### src/rtl/flash_loader.sv
// Boot-time copier: reads TransferByteCount bytes from SPI flash (READ 0x03)
// and writes them little-endian packed as 32-bit words through the ramio port.
module flash_loader #(
  parameter int unsigned StartupWaitCycles = 0,
  parameter int unsigned TransferByteCount = 2048,
  parameter logic [23:0] FlashReadAddress  = 24'h000000,
  parameter logic [31:0] RamStartAddress   = 32'h0000_0000
) (
  input  logic        clk,
  input  logic        rst_n,
  output logic        busy,
  output logic        done,
  output logic        flash_clk,
  input  logic        flash_miso,
  output logic        flash_mosi,
  output logic        flash_cs_n,
  output logic        ramio_enable,
  output logic [1:0]  ramio_write_type,
  output logic [2:0]  ramio_read_type,
  output logic [31:0] ramio_address,
  output logic [31:0] ramio_data_in,
  input  logic        ramio_busy
);

  localparam int unsigned ByteCntW = $clog2(TransferByteCount) + 1;
  localparam int unsigned WaitCntW = (StartupWaitCycles > 0) ? $clog2(StartupWaitCycles + 1) : 1;
  localparam logic [31:0] Cmd = {8'h03, FlashReadAddress};
  localparam logic [ByteCntW-1:0] ByteTotal = ByteCntW'(TransferByteCount);
  localparam logic [WaitCntW-1:0] WaitTotal = WaitCntW'(StartupWaitCycles);

  typedef enum logic [2:0] {
    StStartup, StCommand, StReadByte, StWriteIssue, StWriteWait, StDone
  } state_e;

  state_e              state_q, state_d;
  logic [WaitCntW-1:0] wait_cnt_q, wait_cnt_d;
  logic                phase_q, phase_d;
  logic [4:0]          bit_cnt_q, bit_cnt_d;
  logic [31:0]         tx_q, tx_d;
  logic [6:0]          rx_q, rx_d;
  logic [31:0]         word_q, word_d;
  logic [ByteCntW-1:0] byte_cnt_q, byte_cnt_d;
  logic [31:0]         word_idx_q, word_idx_d;
  logic                gap_q, gap_d;
  logic                busy_q, busy_d;
  logic                done_q, done_d;
  logic                sck_q, sck_d;
  logic                mosi_q, mosi_d;
  logic                cs_n_q, cs_n_d;
  logic                en_q, en_d;
  logic [1:0]          wtype_q, wtype_d;
  logic [31:0]         addr_q, addr_d;
  logic [31:0]         data_q, data_d;

  // State and datapath registers
  always_ff @(posedge clk or negedge rst_n) begin
    if (!rst_n) begin
      state_q    <= StStartup;
      wait_cnt_q <= '0;
      phase_q    <= 1'b0;
      bit_cnt_q  <= '0;
      tx_q       <= '0;
      rx_q       <= '0;
      word_q     <= '0;
      byte_cnt_q <= '0;
      word_idx_q <= '0;
      gap_q      <= 1'b0;
      busy_q     <= 1'b1;
      done_q     <= 1'b0;
      sck_q      <= 1'b0;
      mosi_q     <= 1'b0;
      cs_n_q     <= 1'b1;
      en_q       <= 1'b0;
      wtype_q    <= 2'd0;
      addr_q     <= '0;
      data_q     <= '0;
    end else begin
      state_q    <= state_d;
      wait_cnt_q <= wait_cnt_d;
      phase_q    <= phase_d;
      bit_cnt_q  <= bit_cnt_d;
      tx_q       <= tx_d;
      rx_q       <= rx_d;
      word_q     <= word_d;
      byte_cnt_q <= byte_cnt_d;
      word_idx_q <= word_idx_d;
      gap_q      <= gap_d;
      busy_q     <= busy_d;
      done_q     <= done_d;
      sck_q      <= sck_d;
      mosi_q     <= mosi_d;
      cs_n_q     <= cs_n_d;
      en_q       <= en_d;
      wtype_q    <= wtype_d;
      addr_q     <= addr_d;
      data_q     <= data_d;
    end
  end

  // Next-state and output logic; each SPI bit is a low phase then a high phase
  always_comb begin
    state_d    = state_q;
    wait_cnt_d = wait_cnt_q;
    phase_d    = phase_q;
    bit_cnt_d  = bit_cnt_q;
    tx_d       = tx_q;
    rx_d       = rx_q;
    word_d     = word_q;
    byte_cnt_d = byte_cnt_q;
    word_idx_d = word_idx_q;
    gap_d      = gap_q;
    busy_d     = busy_q;
    done_d     = done_q;
    sck_d      = sck_q;
    mosi_d     = mosi_q;
    cs_n_d     = cs_n_q;
    en_d       = 1'b0;
    wtype_d    = 2'd0;
    addr_d     = addr_q;
    data_d     = data_q;
    unique case (state_q)
      StStartup: begin
        if (wait_cnt_q == WaitTotal) begin
          cs_n_d    = 1'b0;
          mosi_d    = Cmd[31];
          tx_d      = {Cmd[30:0], 1'b0};
          phase_d   = 1'b0;
          bit_cnt_d = '0;
          state_d   = StCommand;
        end else begin
          wait_cnt_d = wait_cnt_q + WaitCntW'(1);
        end
      end
      StCommand: begin
        sck_d   = ~phase_q;
        phase_d = ~phase_q;
        if (phase_q) begin
          if (bit_cnt_q == 5'd31) begin
            mosi_d    = 1'b0;
            bit_cnt_d = '0;
            state_d   = StReadByte;
          end else begin
            mosi_d    = tx_q[31];
            tx_d      = {tx_q[30:0], 1'b0};
            bit_cnt_d = bit_cnt_q + 5'd1;
          end
        end
      end
      StReadByte: begin
        sck_d   = ~phase_q;
        phase_d = ~phase_q;
        if (phase_q) begin
          rx_d = {rx_q[5:0], flash_miso};
          if (bit_cnt_q == 5'd7) begin
            bit_cnt_d = '0;
            word_d[{byte_cnt_q[1:0], 3'b000} +: 8] = {rx_q, flash_miso};
            byte_cnt_d = byte_cnt_q + ByteCntW'(1);
            if (byte_cnt_q[1:0] == 2'd3) state_d = StWriteIssue;
          end else begin
            bit_cnt_d = bit_cnt_q + 5'd1;
          end
        end
      end
      StWriteIssue: begin
        if (!ramio_busy) begin
          en_d       = 1'b1;
          wtype_d    = 2'd3;
          addr_d     = RamStartAddress + (word_idx_q << 2);
          data_d     = word_q;
          word_idx_d = word_idx_q + 32'd1;
          gap_d      = 1'b1;
          state_d    = StWriteWait;
        end
      end
      StWriteWait: begin
        // First cycle ignores ramio_busy: ramio has not yet reacted to the strobe
        if (gap_q) begin
          gap_d = 1'b0;
        end else if (!ramio_busy) begin
          if (byte_cnt_q == ByteTotal) begin
            cs_n_d  = 1'b1;
            busy_d  = 1'b0;
            done_d  = 1'b1;
            state_d = StDone;
          end else begin
            state_d = StReadByte;
          end
        end
      end
      StDone: begin
        state_d = StDone;
      end
      default: begin
        state_d = StStartup;
      end
    endcase
  end

  assign busy             = busy_q;
  assign done             = done_q;
  assign flash_clk        = sck_q;
  assign flash_mosi       = mosi_q;
  assign flash_cs_n       = cs_n_q;
  assign ramio_enable     = en_q;
  assign ramio_write_type = wtype_q;
  assign ramio_read_type  = 3'd0;
  assign ramio_address    = addr_q;
  assign ramio_data_in    = data_q;

endmodule
### config.mk
export PLATFORM = sky130hd
export DESIGN_NAME = flash_loader
export DESIGN_NICKNAME = d
export VERILOG_FILES = /design/src/rtl/flash_loader.sv
export SDC_FILE = /design/constraint.sdc
export NUM_CORES = 1
export LEC_CHECK = 0
export CORE_UTILIZATION = 47
export DETAILED_ROUTE_END_ITERATION = 7
export PLACE_DENSITY = 0.71
export SYNTH_ARGS = -nofsm -noshare
export SYNTH_HDL_FRONTEND = slang
export SYNTH_SLANG_ARGS = --single-unit
### constraint.sdc
create_clock -name clk -period 1.83 [get_ports clk]
set_input_delay 0.183 -clock clk [delete_from_list [all_inputs] [get_ports clk]]
set_output_delay 0.183 -clock clk [all_outputs]
set_load 0.03 [all_outputs]
After elaboration in Yosys (flattened, before gate mapping)
Index checks and enable logic that the tools add are counted.
Widths: inputs -> output; s select.
{ "classes": {"muxes": 38, "n_bitwise": 3, "multipliers": 0, "magnitude_cmp": 0, "add_sub_neg": 5, "shifts": 2, "div_mod_pow": 0, "n_reduce_logical": 18, "n_eq_ne": 20} }
{ "ops": {"columns": ["cell", "n"], "rows": [
  ["$mux 32", 3],
  ["$pmux 32 s2", 1],
  ["$add 32x1->32 const B", 1],
  ["$bwmux 32", 1],
  ["$shift 8x7->32 const A", 1],
  ["$shiftx 8x7->32", 1],
  ["$mux 3", 10],
  ["$mux 5", 5],
  ["$ne 2x2->1 const B", 11],
  ["$pmux 3 s6", 1],
  ["$pmux 5 s3", 1],
  ["$add 12x1->12 const B", 1],
  ["$eq 12x12->1 const B", 1],
  ["$reduce_and 4->1", 3],
  ["$mux 1", 10],
  ["$reduce_and 9->1", 1],
  ["$pmux 1 s2", 4],
  ["$reduce_and 2->1", 4],
  ["$reduce_bool 2->1", 4],
  ["$neg 5->7", 1],
  ["$eq 3x2->1 const B", 2],
  ["$eq 3x3->1 const B", 2],
  ["$reduce_and 3->1", 2],
  ["$add 5x1->5 const B", 1],
  ["11 further kinds", 14]
]} }
{ "word_totals": {"register_bits": 196, "latch_bits": 0, "memories": 0, "elab_cells": 105, "ramBits": 0, "mem_bits_ro": 0, "inputBits": 4} }

Depth between registers and ports, before layout
Gate-level depths: netlist of the first run.
{ "logic_depth": {"word_depth": 5, "depth_mapped": 8, "mapped_depth_nobuf": 7} }

Worst setup path after synthesis of the first run
Ideal clock, no wire load.
{ "synth_timing": {"kind": "register to register", "startpoint": "reg bit_cnt_q[0]", "endpoint": "reg state_q[1]", "required_ps": 1692, "arrival_ps": 1861, "path_stages_with_launch": 8, "synth_period_minus_slack_ps": 1999, "slack_ps": -169, "n_path_buf": 0, "cell_sequence": "dfrtp_1 -> ha_1 -> and3_1 -> ha_1 -> or4b_1 -> o31ai_2 -> a21o_1 -> o221ai_1"} }
{ "synth_via": {"elab_chain_cells": 3} }
{ "synth_lines": {"columns": ["element", "line", "rtl"], "rows": [
  ["start, declared", "38", "logic [4:0] bit_cnt_q, bit_cnt_d;"],
  ["start signal, assigned", "81", "bit_cnt_q <= bit_cnt_d;"],
  ["$eq 5x3->1 or $eq 5x5->1 (tied branches)", "154, 138", null],
  ["$ne 2x2->1 (no line)", null, null],
  ["$reduce_and 9->1 (no line) *", null, null],
  ["end signal, assigned", "58", "state_q <= StStartup;"],
  ["end signal, assigned", "78", "state_q <= state_d;"],
  ["end, declared", "35", "state_e state_q, state_d;"]
]} }
Mark *: on every way between the ends. The rest lies on a longest branch, timed or not.
A chain may end at the register's enable or synchronous reset.

Final worst setup path of the first run
{ "layout_timing": {"startpoint": "reg bit_cnt_q[1]", "endpoint": "reg state_q[1]"} }
The elaborated chain is that of the path after synthesis.

==> results.md, run 1 <==
* CP max stage cell: or4b_4
* Total wire length at 14500 um
* Period utilization at 1.04
* Total die area at 0.0160 mm2
* Asr flop ratio synth at 1.00
* Max Clk Rate at 0.525 GHz
* Worst Skew at 11.6 ps
* Wire per inst at 16.8 um
* DRC Markers at 2
* Worst slew margin at 0.648
* Pwr dens at 802 mW/mm2
* Final ANT Viol Nets at 0
* Post-Syn Area at 0.00727 mm2
* CP Data Arrival Time at 2200 ps
* # IOs at 79
* Final Cell Area at 0.00909 mm2
* CORE AREA at 0.0151 mm2
* Post-synth EDFFs at 0
* Violated checks: DRC, setup timing
* Met3 usage at 0.0498
* Synthesis-stage register bit count at 166
* Clk root buf: clkbuf_16
* Clock Latency Late Sink at 430 ps
* Vias post-DR at 4769
* N_diodes at 0
* Leading area contributor after synthesis: dfrtp_1
* Final hold viol count at 0
* PnR worst setup slack at -73.9 ps
* Top cells by area, synth: dfrtp_1, mux2_2, xnor2_1
* HP Class: in2async
* Busiest grt layer: met2
* Startpoint types: flop
* RSZ-0062 raised after global routing: true
* Setup Viol. Count Final at 5
* P_leak at 0.00435 uW
* Critical Path Sink Type: flop
* H-tree levels at 4
* Worst r2r path cells at 7
* Overall routing resource usage at 0.197
* CTS Buf Count at 17
* FF-to-FF End: state_q[1]$_DFFE_PN0P_
* M1 GR Usage at 0.259
* M2 GR Usage at 0.313
* Critical path required time at 2130 ps
* Util after Layout at 0.600
* Avg Inst Size Synth at 13.1 um2
* GRT Residual Overflow at 0
* Max Cap Viol at 0
* First-pass iteration count of the detailed router at 6
* DP Area at 0.00841 mm2
* Worst-Margin Slew at 526 ps
* Worst-case clock buffer depth at 2
* Initial Utilization at 0.480
* Clock Sinks at 166
* Synthesis-to-finish area growth at 25.0%
* Die H at 126 um
* Clk slew on worst S/H paths at 70 ps
* Peak supply drop at 0.675 mV
* Pin count of the biggest net entering global routing at 56
* CP max FO at 5
* Top-count cell post-synth: dfrtp_1
* Final net count at 678
* CP Class: reg2reg
* Flop-to-flop setup slack at -70 ps
* Top post-synthesis cells by count: dfrtp_1, mux2_2, nand4_1
* Dpl hpwl at 9910 um
* WP buf/inv at 0
* Synth top area share at 0.565
* First-pass GRT wire length at 24600 um
* Launching point of the worst reg2reg path: bit_cnt_q[1]$_DFFE_PN0P_
* Register area share after synthesis at 0.572
* Most used DFF post-synth: dfrtp_1
* CP max stage delay at 530 ps
* GPL Wtd Cong at 0.883
* Delay-heaviest family, CP: simple AND/OR/NAND/NOR gates
* Vias in the first global route at 4915
* Mapped Cells at 556
* Chip Width at 126 um
* IO buf count at 73
* Worst hold margin at 290 ps
* Status: finished, violations left
* Drt via density at 5.51
* Antenna violations before repair at 0
* YS warnings at 0
* Post-synthesis cell type count at 61
* Layout cell share with drive strength beyond 1 at 0.296
* Cell Rows at 45
* 1st-iter DRT viols at 265
* CTS tree: yes
* Slew Viols, Final at 0
* Post-route minimum period at 1900 ps
* Critical-path cell list: ha_2 -> and3_4 -> ha_4 -> or4b_4 -> o31ai_4 -> a21o_1 -> o221ai_2
==> per-stage QoR <==
stage	total power, uW	setup slack, ps	setup TNS, ps	std cells
floorplan	3770	-45.1	-58.8	560
global placement	3860	-63.6	-3950	832
detailed placement	3870	-117	-4950	832
CTS	7360	-73.1	-197	864
global route	7520	-120	-2170	866
finish	7280	-73.9	-227	866
==> state kept, by name, indices dropped and copies added, names as in the netlist <==
name,flops
bit_cnt_q,5
ramio_write_type,1
flash_cs_n,1
done,1
phase_q,1
rx_q,7
gap_q,1
ramio_data_in,32
byte_cnt_q,12
flash_mosi,1
word_idx_q,30
state_q,3
ramio_address,30
word_q,32
flash_clk,1
busy,1
tx_q,7
==> repair_timing <==
item	in CTS	in global routing
hold endpoints to repair	50	0
setup endpoints to repair	22	111
cloned	0	1
setup buffers	0	1
hold buffers	1	0
pin swaps	5	5
resized for setup	4	17
==> where the power goes <==
part	switching (uW)	internal (uW)	leakage, uW
clock	1480	2010	0.000269
combinational	93.8	28.3	0.00182
sequential	0.554	3670	0.00227
==> layout by cell type (no fill, tap or decap), types with 13 or more instances in the layout <==
cell               n
a21bo_1           13
clkbuf_16         17
buf_4             34
nand2_1           20
xnor2_1           36
nand4_1           46
clkdlybuf4s50_1   70
a21bo_2           20
mux2_2            72
nand3_1           18
dfrtp_1          164
==> cells by family (layout without fill, tap and decap cells) <==
| group | count (synthesis) | count (layout) | share of synthesized area |
|---|---|---|---|
| compound gates | 71 | 71 | 0.0821 |
| xor+xnor | 40 | 40 | 0.0482 |
| fa+ha+maj | 9 | 9 | 0.0151 |
| buf+inv | 40 | 157 | 0.0374 |
| flops | 166 | 166 | 0.572 |
| mux | 73 | 73 | 0.113 |
| other cells | 1 | 5 | 0.000516 |
| simple gates | 156 | 157 | 0.132 |
==> worst max path at each step <==
| stage | from | to | slack [ps] | cells past startpoint |
|---|---|---|---|---|
| detailed placement | bit_cnt_q[1]$_DFFE_PN0P_ | tx_q[29]$_DFFE_PN0P_ | -120 | 6 |
| global placement | ramio_busy | ramio_address[12]$_DFFE_PN0P_ | -60 | 5 |
| global route | bit_cnt_q[0]$_DFFE_PN0P_ | state_q[1]$_DFFE_PN0P_ | -120 | 7 |
| finish | bit_cnt_q[1]$_DFFE_PN0P_ | state_q[1]$_DFFE_PN0P_ | -70 | 7 |
| CTS | bit_cnt_q[0]$_DFFE_PN0P_ | state_q[1]$_DFFE_PN0P_ | -70 | 7 |
| floorplan | bit_cnt_q[0]$_DFFE_PN0P_ | state_q[1]$_DFFE_PN0P_ | -50 | 7 |
==> routing by layer <==
layer | wire length (um) | up-vias | part of all wire
met5 | 0 | - | 0
met4 | 250 | 0 | 0.017
met3 | 577 | 25 | 0.040
met2 | 7040 | 121 | 0.48
met1 | 6660 | 2402 | 0.46
li1 | - | 2221 | -
==> layout make-up <==
class / count / area [um2]
inverter: 10 / 37.5
timing repair buffer: 116 / 1120
fill: 1163 / 6060
multi-input combinational: 355 / 2960
sequential: 166 / 4160
clock buffer: 17 / 425
clock inverter: 14 / 151
tap: 188 / 235
No activity file was read; power rests on OpenSTA's default activity.
==> run 2: changes to the inputs <==
--- a/config.mk
+++ b/config.mk
@@ -7,6 +7,7 @@
 export LEC_CHECK = 0
 export CORE_UTILIZATION = 47
 export DETAILED_ROUTE_END_ITERATION = 7
+export HOLD_SLACK_MARGIN = 0.02
 export PLACE_DENSITY = 0.71
 export SYNTH_ARGS = -nofsm -noshare
 export SYNTH_HDL_FRONTEND = slang
==> results of run 2 <==
The final DEF is identical to that of run 1; final timing and power are the same.
